$ cat config.mk
export PLATFORM = sky130hd
export DESIGN_NAME = sccb_config
export DESIGN_NICKNAME = d
export VERILOG_FILES = /design/src/rtl/sccb_config.sv
export SDC_FILE = /design/constraint.sdc
export NUM_CORES = 1
export LEC_CHECK = 0
export BUFFER_PORTS_ARGS = -buffer_cell sky130_fd_sc_hd__buf_4
export CAP_MARGIN = 25
export CORE_MARGIN = 2
export CORE_UTILIZATION = 32
export DETAILED_ROUTE_END_ITERATION = 12
export GPL_TIMING_DRIVEN = 0
export HOLD_SLACK_MARGIN = 0.06
export PLACE_DENSITY = 0.6
export SYNTH_ARGS = -nofsm -noshare
export SYNTH_HDL_FRONTEND = slang
export SYNTH_SLANG_ARGS = --single-unit
$ cat constraint.sdc
create_clock -name system_clock_in -period 4.5 [get_ports system_clock_in]
set_clock_uncertainty 0.15 [all_clocks]
set_input_delay 0.9 -clock system_clock_in [delete_from_list [all_inputs] [get_ports system_clock_in]]
set_output_delay 0.9 -clock system_clock_in [all_outputs]
set_load 0.1 [all_outputs]
$ cat src/rtl/sccb_config.sv
// SCCB (OV-camera style) register loader: walks a {reg_addr, value} table and issues
// 3-phase write transactions, honouring FFF0 delay entries and an FFFF terminator.
module sccb_config #(
    parameter int unsigned QUARTER      = 163,
    parameter logic [7:0]  DEVICE_ADDR  = 8'h42,
    parameter int unsigned DELAY_CYCLES = 650000
) (
    input  logic        system_clock_in,
    input  logic        system_reset,
    input  logic        start,
    output logic [7:0]  rom_addr,
    input  logic [15:0] rom_data,
    output logic        sioc,
    output logic        siod_out,
    output logic        siod_oe,
    output logic        busy,
    output logic        done,
    output logic [7:0]  write_count
);

    typedef enum logic [2:0] {
        StIdle, StFetch, StStart, StBit, StStop, StGap, StDelay, StFin
    } state_e;

    localparam int unsigned DelayW = (DELAY_CYCLES > 1) ? $clog2(DELAY_CYCLES) : 1;
    localparam logic [DelayW-1:0] DelayLast = DelayW'(DELAY_CYCLES - 1);
    localparam logic [9:0] TickLast = 10'(QUARTER - 1);

    state_e state_q, state_d;
    logic [9:0] tick_q, tick_d;
    logic [1:0] qtr_q, qtr_d;
    logic [4:0] bit_q, bit_d;
    logic fetch_wait_q, fetch_wait_d;
    logic [15:0] entry_q, entry_d;
    logic [DelayW-1:0] delay_q, delay_d;
    logic [7:0] rom_addr_q, rom_addr_d;
    logic [7:0] write_count_q, write_count_d;
    logic busy_q, busy_d, done_q, done_d;
    logic sioc_q, sioc_d, siod_out_q, siod_out_d, siod_oe_q, siod_oe_d;

    logic wrap, timed, next_entry, dont_care;
    logic [26:0] frame;
    logic [4:0] idx;

    always_ff @(posedge system_clock_in) begin
        if (system_reset) begin
            state_q       <= StIdle;
            tick_q        <= '0;
            qtr_q         <= '0;
            bit_q         <= '0;
            fetch_wait_q  <= 1'b0;
            entry_q       <= '0;
            delay_q       <= '0;
            rom_addr_q    <= '0;
            write_count_q <= '0;
            busy_q        <= 1'b0;
            done_q        <= 1'b0;
            sioc_q        <= 1'b1;
            siod_out_q    <= 1'b1;
            siod_oe_q     <= 1'b0;
        end else begin
            state_q       <= state_d;
            tick_q        <= tick_d;
            qtr_q         <= qtr_d;
            bit_q         <= bit_d;
            fetch_wait_q  <= fetch_wait_d;
            entry_q       <= entry_d;
            delay_q       <= delay_d;
            rom_addr_q    <= rom_addr_d;
            write_count_q <= write_count_d;
            busy_q        <= busy_d;
            done_q        <= done_d;
            sioc_q        <= sioc_d;
            siod_out_q    <= siod_out_d;
            siod_oe_q     <= siod_oe_d;
        end
    end

    always_comb begin
        state_d       = state_q;
        tick_d        = tick_q;
        qtr_d         = qtr_q;
        bit_d         = bit_q;
        fetch_wait_d  = fetch_wait_q;
        entry_d       = entry_q;
        delay_d       = delay_q;
        rom_addr_d    = rom_addr_q;
        write_count_d = write_count_q;
        busy_d        = busy_q;
        done_d        = done_q;
        next_entry    = 1'b0;

        wrap  = (tick_q == TickLast);
        timed = (state_q == StStart) || (state_q == StBit) ||
                (state_q == StStop) || (state_q == StGap);
        if (timed) begin
            if (wrap) begin
                tick_d = '0;
                qtr_d  = qtr_q + 2'd1;
            end else begin
                tick_d = tick_q + 10'd1;
            end
        end else begin
            tick_d = '0;
            qtr_d  = '0;
        end

        unique case (state_q)
            StIdle, StFin: begin
                if (start) begin
                    state_d       = StFetch;
                    fetch_wait_d  = 1'b1;
                    rom_addr_d    = '0;
                    write_count_d = '0;
                    done_d        = 1'b0;
                    busy_d        = 1'b1;
                end
            end
            StFetch: begin
                // rom_data lags rom_addr by one cycle, so burn one cycle first
                if (fetch_wait_q) begin
                    fetch_wait_d = 1'b0;
                end else if (rom_data == 16'hFFFF) begin
                    state_d = StFin;
                    busy_d  = 1'b0;
                    done_d  = 1'b1;
                end else if (rom_data == 16'hFFF0) begin
                    state_d = StDelay;
                    delay_d = '0;
                end else begin
                    entry_d = rom_data;
                    state_d = StStart;
                end
            end
            StStart: begin
                if (wrap && qtr_q == 2'd1) begin
                    state_d = StBit;
                    qtr_d   = '0;
                    bit_d   = '0;
                end
            end
            StBit: begin
                if (wrap && qtr_q == 2'd3) begin
                    if (bit_q == 5'd26) state_d = StStop;
                    else bit_d = bit_q + 5'd1;
                end
            end
            StStop: begin
                if (wrap && qtr_q == 2'd3) begin
                    state_d = StGap;
                    if (write_count_q != 8'hFF) write_count_d = write_count_q + 8'd1;
                end
            end
            StGap: begin
                if (wrap && qtr_q == 2'd3) next_entry = 1'b1;
            end
            StDelay: begin
                if (delay_q == DelayLast) next_entry = 1'b1;
                else delay_d = delay_q + 1'b1;
            end
        endcase

        if (next_entry) begin
            if (rom_addr_q == 8'hFF) begin
                state_d = StFin;
                busy_d  = 1'b0;
                done_d  = 1'b1;
            end else begin
                rom_addr_d   = rom_addr_q + 8'd1;
                state_d      = StFetch;
                fetch_wait_d = 1'b1;
            end
        end

        // Bus outputs decoded from next-state values so the registered pins track state_q
        frame     = {DEVICE_ADDR, 1'b1, entry_d[15:8], 1'b1, entry_d[7:0], 1'b1};
        idx       = 5'd26 - bit_d;
        dont_care = (idx == 5'd18) || (idx == 5'd9) || (idx == 5'd0);
        sioc_d     = 1'b1;
        siod_out_d = 1'b1;
        siod_oe_d  = 1'b0;
        unique case (state_d)
            StStart: begin
                siod_oe_d  = 1'b1;
                siod_out_d = 1'b0;
            end
            StBit: begin
                sioc_d     = qtr_d[1];
                siod_oe_d  = !dont_care;
                siod_out_d = dont_care ? 1'b1 : frame[idx];
            end
            StStop: begin
                sioc_d = qtr_d[1];
                if (qtr_d != 2'd3) begin
                    siod_oe_d  = 1'b1;
                    siod_out_d = 1'b0;
                end
            end
            StIdle, StFetch, StGap, StDelay, StFin: begin
            end
        endcase
    end

    assign rom_addr    = rom_addr_q;
    assign write_count = write_count_q;
    assign busy        = busy_q;
    assign done        = done_q;
    assign sioc        = sioc_q;
    assign siod_out    = siod_out_q;
    assign siod_oe     = siod_oe_q;

endmodule
=== Word-level counts from Yosys, hierarchy flattened ===
Index checks and enable logic that the tools add are counted.
W data, S select, Z words.

* Add/subtract/negate cells: 7
* Multipliers: 0
* Divide/modulo/power cells: 0
* Order comparisons: 1
* Equality and inequality tests: 29
* Shift-type cells: 0
* Multiplexer cells: 62
* Bitwise gates (word level): 2
* Reduce and logical (&&, ||, !) cells: 18

{| class="wikitable"
|+ Operators by type and width
! operator !! number
|-
| $mux W20 || 4
|-
| $mux W16 || 4
|-
| $mux W8 || 7
|-
| $pmux W20 S2 || 1
|-
| $eq A16 B16 Y1 const B || 2
|-
| $mux W3 || 10
|-
| $add A20 B1 Y20 const B || 1
|-
| $eq A20 B20 Y1 const B || 1
|-
| $mux W1 || 19
|-
| $add A8 B1 Y8 const B || 2
|-
| $pmux W8 S2 || 1
|-
| $eq A3 B3 Y1 const B || 5
|-
| $mux W5 || 3
|-
| $pmux W3 S5 || 1
|-
| $eq A3 B2 Y1 const B || 4
|-
| $ne A2 B2 Y1 const B || 6
|-
| $add A10 B1 Y10 const B || 1
|-
| $eq A10 B8 Y1 const B || 1
|-
| $eq A5 B5 Y1 const B || 2
|-
| $pmux W5 S2 || 1
|-
| $eq A8 B8 Y1 const B || 1
|-
| $mux W2 || 4
|-
| $ne A8 B8 Y1 const B || 1
|-
| $pmux W1 S2 || 4
|-
| 22 further kinds || 33
|}

* Bits in registers: 78
* Latch bits: 0
* Memory bits (writable): 0
* Bits in read-only memories: 0
* Input port bits: 19
* Logic and storage cells: 133
* Memories: 0

=== Logic depth before layout (Yosys ltp) ===
* Word-level depth: 10
* Gate-level depth with buffers: 19
* Depth with buffers taken out: 16

=== Least setup slack after synthesis ===
OpenSTA, ideal clock, no wires.

* Kind: register -> register
* From: register tick_q[0]
* To: register siod_out_q (netlist: siod_out)
* Arrival time: 3.980 ns
* Path slack: 0.244 ns
* Cell stages (with the launch flop): 20
* Period minus slack after synthesis: 4.256 ns
* Cells stage by stage: dfxtp_1 inv_1 ha_1 or3b_1 or3_1 buf_2 buf_6 nor3_1 or2_2 clkbuf_1 inv_2 ha_1 inv_1 o41ai_1 a2bb2oi_1 xnor2_1 mux2_4 mux2_4 a2111oi_4 o21ai_2

* Longest elaborated chain between the ends: 10

{| class="wikitable"
|+ RTL lines
! what !! RTL line !! source
|-
| start, declared || 30 || <nowiki>logic [9:0] tick_q, tick_d;</nowiki>
|-
| start signal, assigned || 63 || <nowiki>tick_q <= tick_d;</nowiki>
|-
| $eq A10 B8 Y1 * || 93 || <nowiki>wrap = (tick_q == TickLast);</nowiki>
|-
| $logic_and A1 B1 Y1 (on tied branches) || 143, 136 ||
|-
| $mux W5 (on tied branches) || 143, 136 ||
|-
| $pmux W5 S2 * || 108 || <nowiki>unique case (state_q)</nowiki>
|-
| net bit_d[0] || 32 || <nowiki>logic [4:0] bit_q, bit_d;</nowiki>
|-
| $sub A5 B5 Y5 * || 177 || <nowiki>idx = 5'd26 - bit_d;</nowiki>
|-
| branches (longest 3 deep; another with $bmux W1 S5) || - ||
|-
| $mux W1 * || 190 || <nowiki>siod_out_d = dont_care ? 1'b1 : frame[idx];</nowiki>
|-
| $pmux W1 S3 * || 182 || <nowiki>unique case (state_d)</nowiki>
|-
| end signal, assigned || 74 || <nowiki>siod_out_q <= siod_out_d;</nowiki>
|-
| end, declared || 39 || <nowiki>logic sioc_q, sioc_d, siod_out_q, siod_out_d, siod_oe_q, siod_oe_d;</nowiki>
|}

Mark *: on every way through the listed nets, which the timed path passes. The select of a mux whose other input is x is not followed.
A chain may end at the register's enable or synchronous reset.

=== Worst setup path after layout ===
Ends and elaborated chain as after synthesis.

==> flow_summary.toml <==
[yosys]
syn_area_per_cell_um2 = 8.299
synth_compound_gate_area_share_pct = 13.18
synth_top_family_by_area = "simple AND/OR/NAND/NOR gates"
synth-adder-area-share_pct = 3.851
ys_seq_area_share_pct = 36.97
synth_ff_type = "dfxtp_1"
ys_seq_elements = 78
synth_fp_nets = 541
synthMuxAreaShare_pct = 6.043
synth_cell_type_count = 64
ys_warn_count = 0
syn_inst = 509
synth-edff-count = 0
async_flop_share_pct = 0
synth_xor_xnor_area_share_pct = 7.464
syn_area_um2 = 4224
synth-simple-area-share_pct = 29.00

[global_route]
grt_pass1_vias = 3636
grt.overflow.total = 0
grt_pass1_wl_mm = 17.54
grt_start_max_net_pins = 15
antenna_found_initial = 0
grtUsageTotal_pct = 15.36

[clock_network]
numCtsBuffers = 9
path_clk_slew_ns = 0.06
root_buffer = "clkbuf_16"
h-tree-depth = 3
clock_sinks = 78
cts_tree = "yes"
clk_latency_ns = 0.35
cts-root-to-sink-buffers = 2

[layout]
final_layout_size_suffix_gt1_share_pct = 16.23
fillCellCount = 1287
synthToLayoutAreaGrowth_pct = 21.27
nNetsFinal = 594
diodes = 0
final_util_pct = 40.10

[floorplan]
core_um2 = 12770
row_count = 41
pin_count = 40
die_area_um2 = 14130
die_x_um = 118.9
initial_core_util_pct = 33.07
fp.dieH_um = 118.9

[timing]
setup_viol_count_final = 0
hold_violations = 0
fmax_mhz = 234.5
fin_crit_ns = 4.265
max_slew_margin_pct = 40.80
finalCritPeriodShare_pct = 94.78
setup_slack_ns = 0.2350
worstMarginPinSlew_ns = 0.8799
final_max_slew_viol_count = 0
fin_tns_setup_ns = 0

[place]
dpl.hpwl_mm = 7.647
port_buffers = 39
gp_congestion = 0.8547
post-place-ws_ns = -0.5886

[worst_setup_path]
crit_path_end = "siod_out$_SDFF_PP1_"
crit_path_max_fanout = 11
cp-start-kind = "flop"
rrSetupSlack_ns = 0.24
reg2reg_to = "siod_out$_SDFF_PP1_"
arrival_ns = 4.34
cp-end-kind = "flop"
rr_worst_depth = 18
critical_path_class = "reg -> reg"
crit_path_start = "tick_q[0]$_SDFF_PP0_"
reg2reg_from = "tick_q[0]$_SDFF_PP0_"
required_ns = 4.57

[detailed_routing]
viasPerCell = 5.129
vias = 3790
post_drt_wl_per_cell_um = 13.82
drt-total-wl_mm = 10.22
antenna_left = 0
drc = 0
dr.pass1.iters = 5
detail_route.iter0.violations = 272

[power_and_ir_drop]
p_leak_nw = 1.881
ir_drop_v = 0.0001338
p_per_area_nw_per_um2 = 329.6

[status]
status = "finished, final reports clean"

[flow_run]
cap_violations = 0

[hold_path]
hold_path_class = "reg -> reg"
-- worst min path at each step --
stage,startpoint,end,slack (ns),cells after the start
3_3_place_gp,tick_q[0]$_SDFF_PP0_,tick_q[0]$_SDFF_PP0_,0.31,1
2_1_floorplan,tick_q[0]$_SDFF_PP0_,tick_q[0]$_SDFF_PP0_,0.29,1
4_1_cts,tick_q[0]$_SDFF_PP0_,tick_q[0]$_SDFF_PP0_,0.32,1
3_5_place_dp,tick_q[0]$_SDFF_PP0_,tick_q[0]$_SDFF_PP0_,0.31,1
5_1_grt,tick_q[0]$_SDFF_PP0_,tick_q[0]$_SDFF_PP0_,0.37,1
6_report,tick_q[0]$_SDFF_PP0_,tick_q[0]$_SDFF_PP0_,0.32,1
-- repair_timing --
| item | CTS | global route |
|---|---|---|
| pin swaps | 0 | 3 |
| hold buffers | 0 | 0 |
| gates resized for setup | 3 | 5 |
| setup endpoints to repair | 2 | 2 |
| endpoints found under the hold margin | 0 | 0 |
| cloned | 0 | 0 |
| setup buffers | 0 | 4 |
-- per-stage QoR --
step | power (mW) | area [um^2] | std cells | hold WS [ns]
global placement | 0.8977 | 4732 | 720 | 0.3078
global route | 1.758 | 5122 | 739 | 0.3671
floorplan | 0.8488 | 4224 | 509 | 0.2875
detailed placement | 0.9001 | 4732 | 720 | 0.3141
CTS | 1.714 | 5075 | 735 | 0.3249
finish | 1.688 | 5122 | 739 | 0.3200
-- flip-flops by register name (all words and copies together) (netlist names) --
register      cells
bit_q             5
busy              1
delay_q          20
done              1
entry_q          16
fetch_wait_q      1
qtr_q             2
rom_addr          8
sioc              1
siod_oe           1
siod_out          1
state_q           3
tick_q           10
write_count       8
-- cell usage in the layout, fill, tap and decap left out, types with 4 or more instances in the layout --
cell,n
buf_2,4
clkbuf_16,9
nand3b_1,6
or3_1,8
inv_1,12
and3_1,11
xor2_1,20
nor2_1,78
clkbuf_1,15
nand3_1,20
mux2i_1,18
ha_1,12
buf_4,43
dfxtp_1,78
nand2_1,40
xnor2_1,15
or2_2,4
nor3_1,16
mux2_2,4
nand2b_1,5
nor2b_1,7
nor4_1,7
nand4_1,15
a21oi_1,25
o21ai_0,17
-- metal layers --
layer / track usage (%) / part of all wire [%]
met3: 3.400 / 4.2
met1: 19.90 / 49
met5: 0 / 0
met2: 24.60 / 45
met4: 6.473 / 1.9
-- cell families (layout without fill, tap and decap cells) --
kind of cell | Yosys count | after routing
simple gates | 241 | 241
compound gates | 81 | 81
buf+inv | 36 | 94
fa+ha+maj | 13 | 13
flops | 78 | 78
mux | 24 | 24
xor+xnor | 36 | 36
-- cell usage after synthesis, types with 3 or more instances --
| cell | instances | share of area (%) |
|---|---|---|
| or3_1 | 8 | 1.2 |
| or2_2 | 5 | 0.74 |
| xor2_1 | 20 | 4.1 |
| and3_1 | 11 | 1.6 |
| nand2_1 | 40 | 3.6 |
| and2_1 | 3 | 0.44 |
| mux2i_1 | 18 | 4.3 |
| nor3_1 | 18 | 2.1 |
| nor2b_1 | 7 | 1.0 |
| a22oi_1 | 3 | 0.53 |
| buf_2 | 4 | 0.47 |
| inv_1 | 13 | 1.2 |
| o21ai_0 | 17 | 2.0 |
| nor4_1 | 7 | 1.0 |
| a21oi_1 | 25 | 3.0 |
| nand2b_1 | 5 | 0.74 |
| a211oi_1 | 3 | 0.53 |
| nand3_1 | 21 | 2.5 |
| a32oi_1 | 3 | 0.62 |
| dfxtp_1 | 78 | 37 |
| xnor2_1 | 16 | 3.3 |
| nand4_1 | 15 | 2.2 |
| clkbuf_1 | 16 | 1.4 |
| nand3b_1 | 6 | 1.1 |
| nor2_1 | 78 | 6.9 |
| mux2_2 | 4 | 1.1 |
| ha_1 | 13 | 3.9 |
| a21o_1 | 3 | 0.53 |
| a31oi_1 | 3 | 0.44 |
-- report_power, final --
part | switching [mW] | total (mW) | internal [mW]
registers | 0.00906 | 0.717 | 0.708
logic | 0.109 | 0.167 | 0.0585
clock network | 0.300 | 0.804 | 0.504
-- critical path, stage by stage (launching register included) --
cell,delay [ns]
dfxtp_1,0.34
inv_1,0.07
ha_1,0.15
or3b_1,0.38
or3_1,0.31
buf_2,0.16
buf_6,0.15
nor3_2,0.15
or2_4,0.18
inv_2,0.10
ha_2,0.23
inv_2,0.09
o41ai_1,0.08
a2bb2oi_1,0.17
xnor2_2,0.30
mux2_4,0.33
mux2_4,0.28
a2111oi_4,0.42
o21ai_2,0.10
-- area by class of cell --
class	count	area, um^2	share of cell area, %
plain buffers	21	91.34	1.783
inverters	14	52.55	1.026
flip-flops and latches	78	1562	30.48
clock inverters	6	91.34	1.783
multi-input cells	395	2549	49.76
clock buffers	10	239.0	4.665
repair buffers	43	322.8	6.302
well taps	172	215.2	4.201
(Power assumes the default switching activity.)
